===== config.mk =====
export PLATFORM = sky130hd
export DESIGN_NAME = counter_sequencer
export DESIGN_NICKNAME = d
export VERILOG_FILES = /design/src/rtl/counter_seq_pkg.sv /design/src/rtl/counter_seq_timer.sv /design/src/rtl/counter_sequencer.sv
export SDC_FILE = /design/constraint.sdc
export NUM_CORES = 1
export LEC_CHECK = 0
export BUFFER_PORTS_ARGS = -buffer_cell sky130_fd_sc_hd__buf_4
export CAP_MARGIN = 5
export CORE_MARGIN = 2
export CORE_UTILIZATION = 45
export DETAILED_ROUTE_END_ITERATION = 10
export PLACE_DENSITY = 0.68
export SETUP_SLACK_MARGIN = 0.2
export SYNTH_ARGS = -nofsm -noshare
export SYNTH_HDL_FRONTEND = slang
export SYNTH_HIERARCHICAL = 1
export SYNTH_SLANG_ARGS = --single-unit

===== constraint.sdc =====
create_clock -name clk -period 3 [get_ports clk]
set_input_delay 0.3 -clock clk [delete_from_list [all_inputs] [get_ports clk]]
set_output_delay 0.3 -clock clk [all_outputs]
set_load 0.005 [all_outputs]

===== src/rtl/counter_seq_pkg.sv =====
// counter_seq_pkg: shared FSM state type and default widths for the counter sequencer.
package counter_seq_pkg;

    localparam int unsigned DEF_STOP_WIDTH = 3;
    localparam int unsigned DEF_CYC_WIDTH  = 8;

    typedef enum logic [1:0] {
        StIdle,
        StArm,
        StRun,
        StResp
    } seq_state_t;

endpackage


===== src/rtl/counter_seq_timer.sv =====
// counter_seq_timer: saturating cycle counter used to measure the RUN phase.
// 'clear' wins over 'enable'; the count stops at all-ones and never wraps.
module counter_seq_timer
    import counter_seq_pkg::*;
#(
    parameter int unsigned CYC_WIDTH = DEF_CYC_WIDTH
) (
    input  logic                 clk,
    input  logic                 reset,
    input  logic                 clear,
    input  logic                 enable,
    output logic [CYC_WIDTH-1:0] value,
    output logic                 at_limit
);

    logic [CYC_WIDTH-1:0] value_q, value_d;

    // Next count: clear first, otherwise increment until the limit is reached.
    always_comb begin
        value_d = value_q;
        if (clear) begin
            value_d = '0;
        end else if (enable && !at_limit) begin
            value_d = value_q + 1'b1;
        end
    end

    // Count register.
    always_ff @(posedge clk or posedge reset) begin
        if (reset) begin
            value_q <= '0;
        end else begin
            value_q <= value_d;
        end
    end

    assign value    = value_q;
    assign at_limit = &value_q;

endmodule


===== src/rtl/counter_sequencer.sv =====
// counter_sequencer: holds the counter in reset, releases it, and measures the
// cycles until 'ctr_done'. Result (or timeout) goes out on a valid/ready channel.
// Optional trace/check logic is compiled in when COUNTER_SEQ_TRACE_EN is defined.
module counter_sequencer
    import counter_seq_pkg::*;
#(
    parameter int unsigned STOP_WIDTH = DEF_STOP_WIDTH,
    parameter int unsigned CYC_WIDTH  = DEF_CYC_WIDTH
) (
    input  logic                  clk,
    input  logic                  reset,
    input  logic                  cmd_valid,
    output logic                  cmd_ready,
    input  logic [STOP_WIDTH-1:0] cmd_stop,
    output logic                  ctr_reset_l,
    output logic [STOP_WIDTH-1:0] ctr_stop,
    input  logic                  ctr_done,
    output logic                  rsp_valid,
    input  logic                  rsp_ready,
    output logic [CYC_WIDTH-1:0]  rsp_cycles,
    output logic                  rsp_timeout
);

    if (CYC_WIDTH <= STOP_WIDTH) begin : g_width_check
        $error("counter_sequencer: CYC_WIDTH must be greater than STOP_WIDTH");
    end

    seq_state_t            state_q, state_d;
    logic                  live_q;
    logic                  ctr_reset_l_q;
    logic [STOP_WIDTH-1:0] ctr_stop_q;
    logic [CYC_WIDTH-1:0]  rsp_cycles_q;
    logic                  rsp_timeout_q;
    logic                  cmd_fire, rsp_fire;
    logic                  tmr_clear, tmr_enable, tmr_at_limit;
    logic [CYC_WIDTH-1:0]  tmr_value;

    counter_seq_timer #(
        .CYC_WIDTH(CYC_WIDTH)
    ) u_timer (
        .clk     (clk),
        .reset   (reset),
        .clear   (tmr_clear),
        .enable  (tmr_enable),
        .value   (tmr_value),
        .at_limit(tmr_at_limit)
    );

    assign cmd_fire = cmd_valid && cmd_ready;
    assign rsp_fire = rsp_valid && rsp_ready;

    // State register.
    always_ff @(posedge clk or posedge reset) begin
        if (reset) begin
            state_q <= StIdle;
        end else begin
            state_q <= state_d;
        end
    end

    // Next-state logic; done beats timeout when both occur in the same RUN cycle.
    always_comb begin
        state_d = state_q;
        unique case (state_q)
            StIdle: if (cmd_fire) state_d = StArm;
            StArm:  state_d = StRun;
            StRun:  if (ctr_done || tmr_at_limit) state_d = StResp;
            StResp: if (rsp_fire) state_d = StIdle;
        endcase
    end

    // Outputs decoded from the state register.
    always_comb begin
        cmd_ready  = 1'b0;
        rsp_valid  = 1'b0;
        tmr_clear  = 1'b0;
        tmr_enable = 1'b0;
        unique case (state_q)
            StIdle: cmd_ready  = live_q;
            StArm:  tmr_clear  = 1'b1;
            StRun:  tmr_enable = !ctr_done;
            StResp: rsp_valid  = 1'b1;
        endcase
    end

    // Keeps cmd_ready low until the first clock edge after reset is released.
    always_ff @(posedge clk or posedge reset) begin
        if (reset) begin
            live_q <= 1'b0;
        end else begin
            live_q <= 1'b1;
        end
    end

    // Registered counter controls and captured response.
    always_ff @(posedge clk or posedge reset) begin
        if (reset) begin
            ctr_reset_l_q <= 1'b0;
            ctr_stop_q    <= '0;
            rsp_cycles_q  <= '0;
            rsp_timeout_q <= 1'b0;
        end else begin
            // Counter runs only while the FSM is in RUN.
            ctr_reset_l_q <= (state_d == StRun);
            if (cmd_fire) begin
                ctr_stop_q <= cmd_stop;
            end
            if (state_q == StRun && state_d == StResp) begin
                rsp_cycles_q  <= ctr_done ? tmr_value : '1;
                rsp_timeout_q <= !ctr_done;
            end
        end
    end

    assign ctr_reset_l = ctr_reset_l_q;
    assign ctr_stop    = ctr_stop_q;
    assign rsp_cycles  = rsp_cycles_q;
    assign rsp_timeout = rsp_timeout_q;

`ifdef COUNTER_SEQ_TRACE_EN
    // Simulation trace of accepts and responses, with a check of the measured count.
    always_ff @(posedge clk) begin
        if (!reset) begin
            if (cmd_fire) begin
                $display("sequencer: stop=%0d", cmd_stop);
            end
            if (rsp_fire) begin
                $display("sequencer: cycles=%0d timeout=%0d", rsp_cycles_q, rsp_timeout_q);
                if (!rsp_timeout_q && rsp_cycles_q != CYC_WIDTH'(ctr_stop_q)) begin
                    $error("sequencer: cycles=%0d does not match stop=%0d",
                           rsp_cycles_q, ctr_stop_q);
                end
            end
        end
    end
`else
    // Default build: no trace or check logic.
`endif

endmodule

# Word level (Yosys, flattened, before mapping)
# Cells that the tools add are included.
# classes
n_addsub,1
eq_ne,5
muxes,11
reduce_logical,10
# ops
cell,n
8-bit two-way mux,3
"8-bit by 1-bit adder with 8-bit output, second input constant",1
"2-bit equality test, second input constant",4
2-bit case mux with 4 select lines,1
8-bit AND reduction,1
2-bit two-way mux,3
1-bit logical AND,4
1-bit two-way mux,4
"2-bit by 1-bit equality test with 1-bit output, second input constant",1
1-bit logical NOT,2
2-bit logical NOT,1
2-bit nonzero test,1
1-bit logical OR,1
# word_totals
ff_bits,24
inputBits,8
out_inout_bits,15
word_cells,34

# Longest topological paths before layout
# depth
ltp_word,7
depth_mapped,6
ltp_nobuf,6

# Modules after synthesis
# Netlist, hierarchy kept.
# modules_own_cells
mod,instances,cells_each,area_each_um2,seq_area_each_um2
counter_sequencer,1,48,644.4,400.4
counter_seq_timer,1,46,471.7,200.2

# Least setup slack after synthesis
# Ideal clock, no wire load.
# synth_timing
path_kind,flip-flop to flip-flop
startpoint,register state_q[0]
endpoint,"register u_timer.value_q[3], in the netlist u_timer/value[3]"
setup_time_ps,125
arrival_time_ps,1509
required_time_ps,2875
setup_slack_ps,1366
stages_incl_launch_ff,6
n_path_buf,0
period_less_slack_ps,1634
path_cell_list,dfrtp_1 nand2b_1 nor2_1 nand4_1 a31oi_4 mux2_4
# synth_via
elab_chain_cells,4
word_cells_on_any_way,7
cone_classes,eq/ne: 2; mux: 3; reduce/logical: 2
# synth_rtl
element,line_no,source
"start, declared",counter_sequencer.sv:28,"seq_state_t state_q, state_d;"
"start signal, assigned",counter_sequencer.sv:55,state_q <= StIdle;
"start signal, assigned",counter_sequencer.sv:57,state_q <= state_d;
2-bit equality test,counter_sequencer.sv:78,unique case (state_q)
1-bit two-way mux,counter_sequencer.sv:78,
named net tmr_enable,counter_sequencer.sv:35,"logic tmr_clear, tmr_enable, tmr_at_limit;"
1-bit logical AND,counter_seq_timer.sv:23,end else if (enable && !at_limit) begin
2-bit nonzero test (no source line),n/a,
"end signal, assigned",counter_seq_timer.sv:33,value_q <= value_d;
"end, declared",counter_seq_timer.sv:16,"logic [CYC_WIDTH-1:0] value_q, value_d;"
# The timed path passes the listed nets, and every way through them passes these cells.
# A chain may end at the register's enable or synchronous reset.

# Worst setup path after layout
# Ends and elaborated chain as after synthesis.

==> results.toml <==
[timing]
finalHoldViolCount = 0
relSlewSlack_pct = 45.69
fmax_mhz = 565.9
fin_crit_ns = 1.767
setup_violations = 0
slew_viol_final = 0
setup_tns_ns = 0
finalCritPeriodShare_pct = 58.90
fin_skew_ns = 0.004700
worstMarginPinSlew_ns = 0.8130
rsz0062_at_grt = "false"

[synthesis]
ys_async_sr_fraction_pct = 100.0
synth_mux_area_share_pct = 7.623
synth_area_leaders = "dfrtp_1 (54%), mux2_4 (6.7%), o22a_1 (3.9%)"
syn_nets = 103
synth_area_mm2 = 0.001116
synth-edff-count = 0
yosysSeqAreaShare_pct = 53.81
synthAdderAreaFrac_pct = 1.121
syn_avg_cell_area_um2 = 11.87
yosys_warnings = 6
synth_compound_area_share_pct = 16.37
ys.flop_type = "dfrtp_1"
synth_cell_types = 31
synthXorXnorAreaFrac_pct = 0
ys_ff_latch = 24
synth_area_leader_cell = "dfrtp_1"
netlist_instances = 94
synth_top_area_share_pct = 53.81
synth_simple_gate_area_share_pct = 19.39
synth_top_family_by_area = "simple AND/OR/NAND/NOR gates"

[critical_path]
path_cells = "nand2b_1, nor2_1, nand4_1, a31oi_4, mux2_4"
critical_path_class = "reg -> reg"
arrival_ns = 1.97
end_kind = "register"
critical-path-top-delay-family = "simple AND/OR/NAND/NOR gates"
r2r_start = "state_q[0]"
critPathLaunchType = "register"
critPathMaxStageDelay_ns = 0.42
cp_max_fo = 7
crit_slowest_cell = "dfrtp_1"
r2r_cells = 5
rr_endpoint = "u_timer/value[3]"
cp.required_ns = 3.21
rrSetupSlack_ns = 1.23
critical_path_buf_inv_count = 0

[clock_network]
htree_levels = 1
ctsRootBufferMaster = "clkbuf_4"
ctsResizeCount = 0
clk_pin_slew_worst_paths_ns = 0.12
clk-insertion-delay-late_ns = 0.30
clkSinkCount = 24
cts_tree = "built"
cts_made_buffers = 3
post-cts-setup-buffers = 0
ctsLongestPathBuffers = 2

[global_routing]
overflow = 0
track_usage_pct = 17.60
first_global_vias = 757
antenna_found_initial = 0
grt_max_degree = 17
grt_pass1_wl_mm = 3.581

[power_and_ir_drop]
finalPower_w = 0.001191
p_sw_w = 0.0003931
leakage_nw = 0.6298
p_comb_share_pct = 42.4
switching_share_pct = 32.99
internal_power_w = 0.0007983
p_per_area_mw_per_mm2 = 884.1
seqPwrFrac_pct = 46.3
ir_drop_mv = 0.5251
p_clk_share_pct = 11.3

[die]
die_area_mm2 = 0.002894
fp.dieW_um = 53.80
start_util_pct = 46.31
die_y_um = 53.80
fp.coreArea_mm2 = 0.002410
ioPinCount = 23
rows = 18

[route]
wire_per_inst_um = 14.70
finalWirelength_mm = 2.191
vias = 818
drc = 0
ant_nets = 0
viasPerCell = 5.490
drt_iter0_drc = 18
firstDrtPassIters = 4

[placed_design]
dpl.hpwl_mm = 1.559
port_buffers = 22
gp_congestion = 0.7494

[final_layout]
final_net_count = 130
area_growth_pct = 20.74
antennaDiodeCount = 0
drive_gt1_share_pct = 29.41

[hold_path]
min_to = "state_q[1]"
hold_class = "in -> reg"
min-delay-start = "rsp_ready"
hold_depth = 2

[status]
outcome = "finished, final reports clean"

[job]
cap_violations = 0
## logic make-up after synthesis
family                   count (synthesis)
AND/OR/NAND/NOR                         34
AO/OA/AOI/OAI                           24
flip-flops                              24
multiplexers                             6
buffers and inverters                    4
adder cells (fa/ha/maj)                  1
other                                    1
## sequential cells by signal (all words and copies together), names as in the netlist
register       cells
rsp_cycles         8
u_timer/value      8
ctr_stop           3
state_q            2
ctr_reset_l        1
live_q             1
rsp_timeout        1
## worst reg2reg max path, delay by kind of cell (launching register included)
family / cells / cell delay, ns
simple gates: 3 / 0.74
flops: 1 / 0.42
mux: 1 / 0.31
compound gates: 1 / 0.21
## power by group through the flow
stage	clock, W	sequential (W)	combinational [W]
2_1_floorplan	0	0.000545	0.000298
3_3_place_gp	0	0.000551	0.000499
3_5_place_dp	0	0.000558	0.000508
4_1_cts	0.000140	0.000551	0.000511
5_1_grt	0.000158	0.000569	0.000558
6_report	0.000134	0.000552	0.000506
## metrics by stage
step	instance area, um^2	std cells	hold slack [ns]	utilization [%]	setup slack, ns
floorplan	1116	94	0.1157	-	1.366
global placement	1315	145	0.2877	54.57	1.295
detailed placement	1315	145	0.2872	54.57	1.257
CTS	1348	149	0.1515	55.92	1.241
global route	1348	149	0.1327	55.92	1.105
finish	1348	149	0.1618	55.92	1.233
## Yosys cell counts (2+ instances only)
cell type and count:
and3_1 2, nor2_1 6, nand2b_1 3, o22a_1 5, nand3_1 2, inv_1 3
o21a_1 5, dfrtp_1 24, nand3b_1 3, nor3_1 4, and2_1 2, nand4_1 2
a211oi_1 3, nor2b_1 3, a21oi_1 7, mux2_4 5
## what timing repair did
action,in CTS,in global routing
hold endpoints to repair,8,0
setup endpoints to repair,0,0
hold buffers,1,0
## final cells by class
type	instances	area, um^2
flip-flops and latches	24	600.6
clock buffers	3	22.52
fillers	204	1062
multi-input cells	66	500.5
inverters	3	11.26
repair buffers	23	175.2
well taps	30	37.54
## worst max path at each step
| stage | end | start | cells past startpoint | slack (ns) |
|---|---|---|---|---|
| finish | u_timer/value[3] | state_q[0] | 5 | 1.23 |
| global placement | u_timer/value[3] | state_q[0] | 5 | 1.29 |
| detailed placement | u_timer/value[3] | state_q[0] | 5 | 1.26 |
| CTS | u_timer/value[3] | state_q[0] | 5 | 1.24 |
| global route | u_timer/value[3] | state_q[0] | 5 | 1.10 |
| floorplan | u_timer/value[3] | state_q[0] | 5 | 1.37 |
## cells in the final DEF, fill, tap and decap left out
cell,instances
dfrtp_1,24
buf_4,22
a21oi_1,7
nor2_1,6
o22a_1,5
o21a_1,5
mux2_4,5
nor3_1,4
nand2b_1,3
nand3b_1,3
inv_1,3
nor2b_1,3
clkbuf_4,3
a211oi_1,3
and2_1,2
nand4_1,2
and3_1,2
nand3_1,2
nor2_4,1
and2b_1,1
nand2_1,1
and3_4,1
a211o_1,1
a21o_1,1
dlygate4sd3_1,1
conb_1,1
nand4_2,1
and4_1,1
and4_4,1
a31oi_4,1
a31oi_1,1
mux2i_1,1
ha_1,1
## routing by layer
layer  vias up  part of all wire (%)  track usage, %
met5         -                     0               0
met4         0                   1.6           7.692
met1       386                    47           23.54
met3         4                   4.6           2.500
met2        28                    47           28.25
li1        400                     -               -
Note: power is estimated with default switching activity, not from simulation.
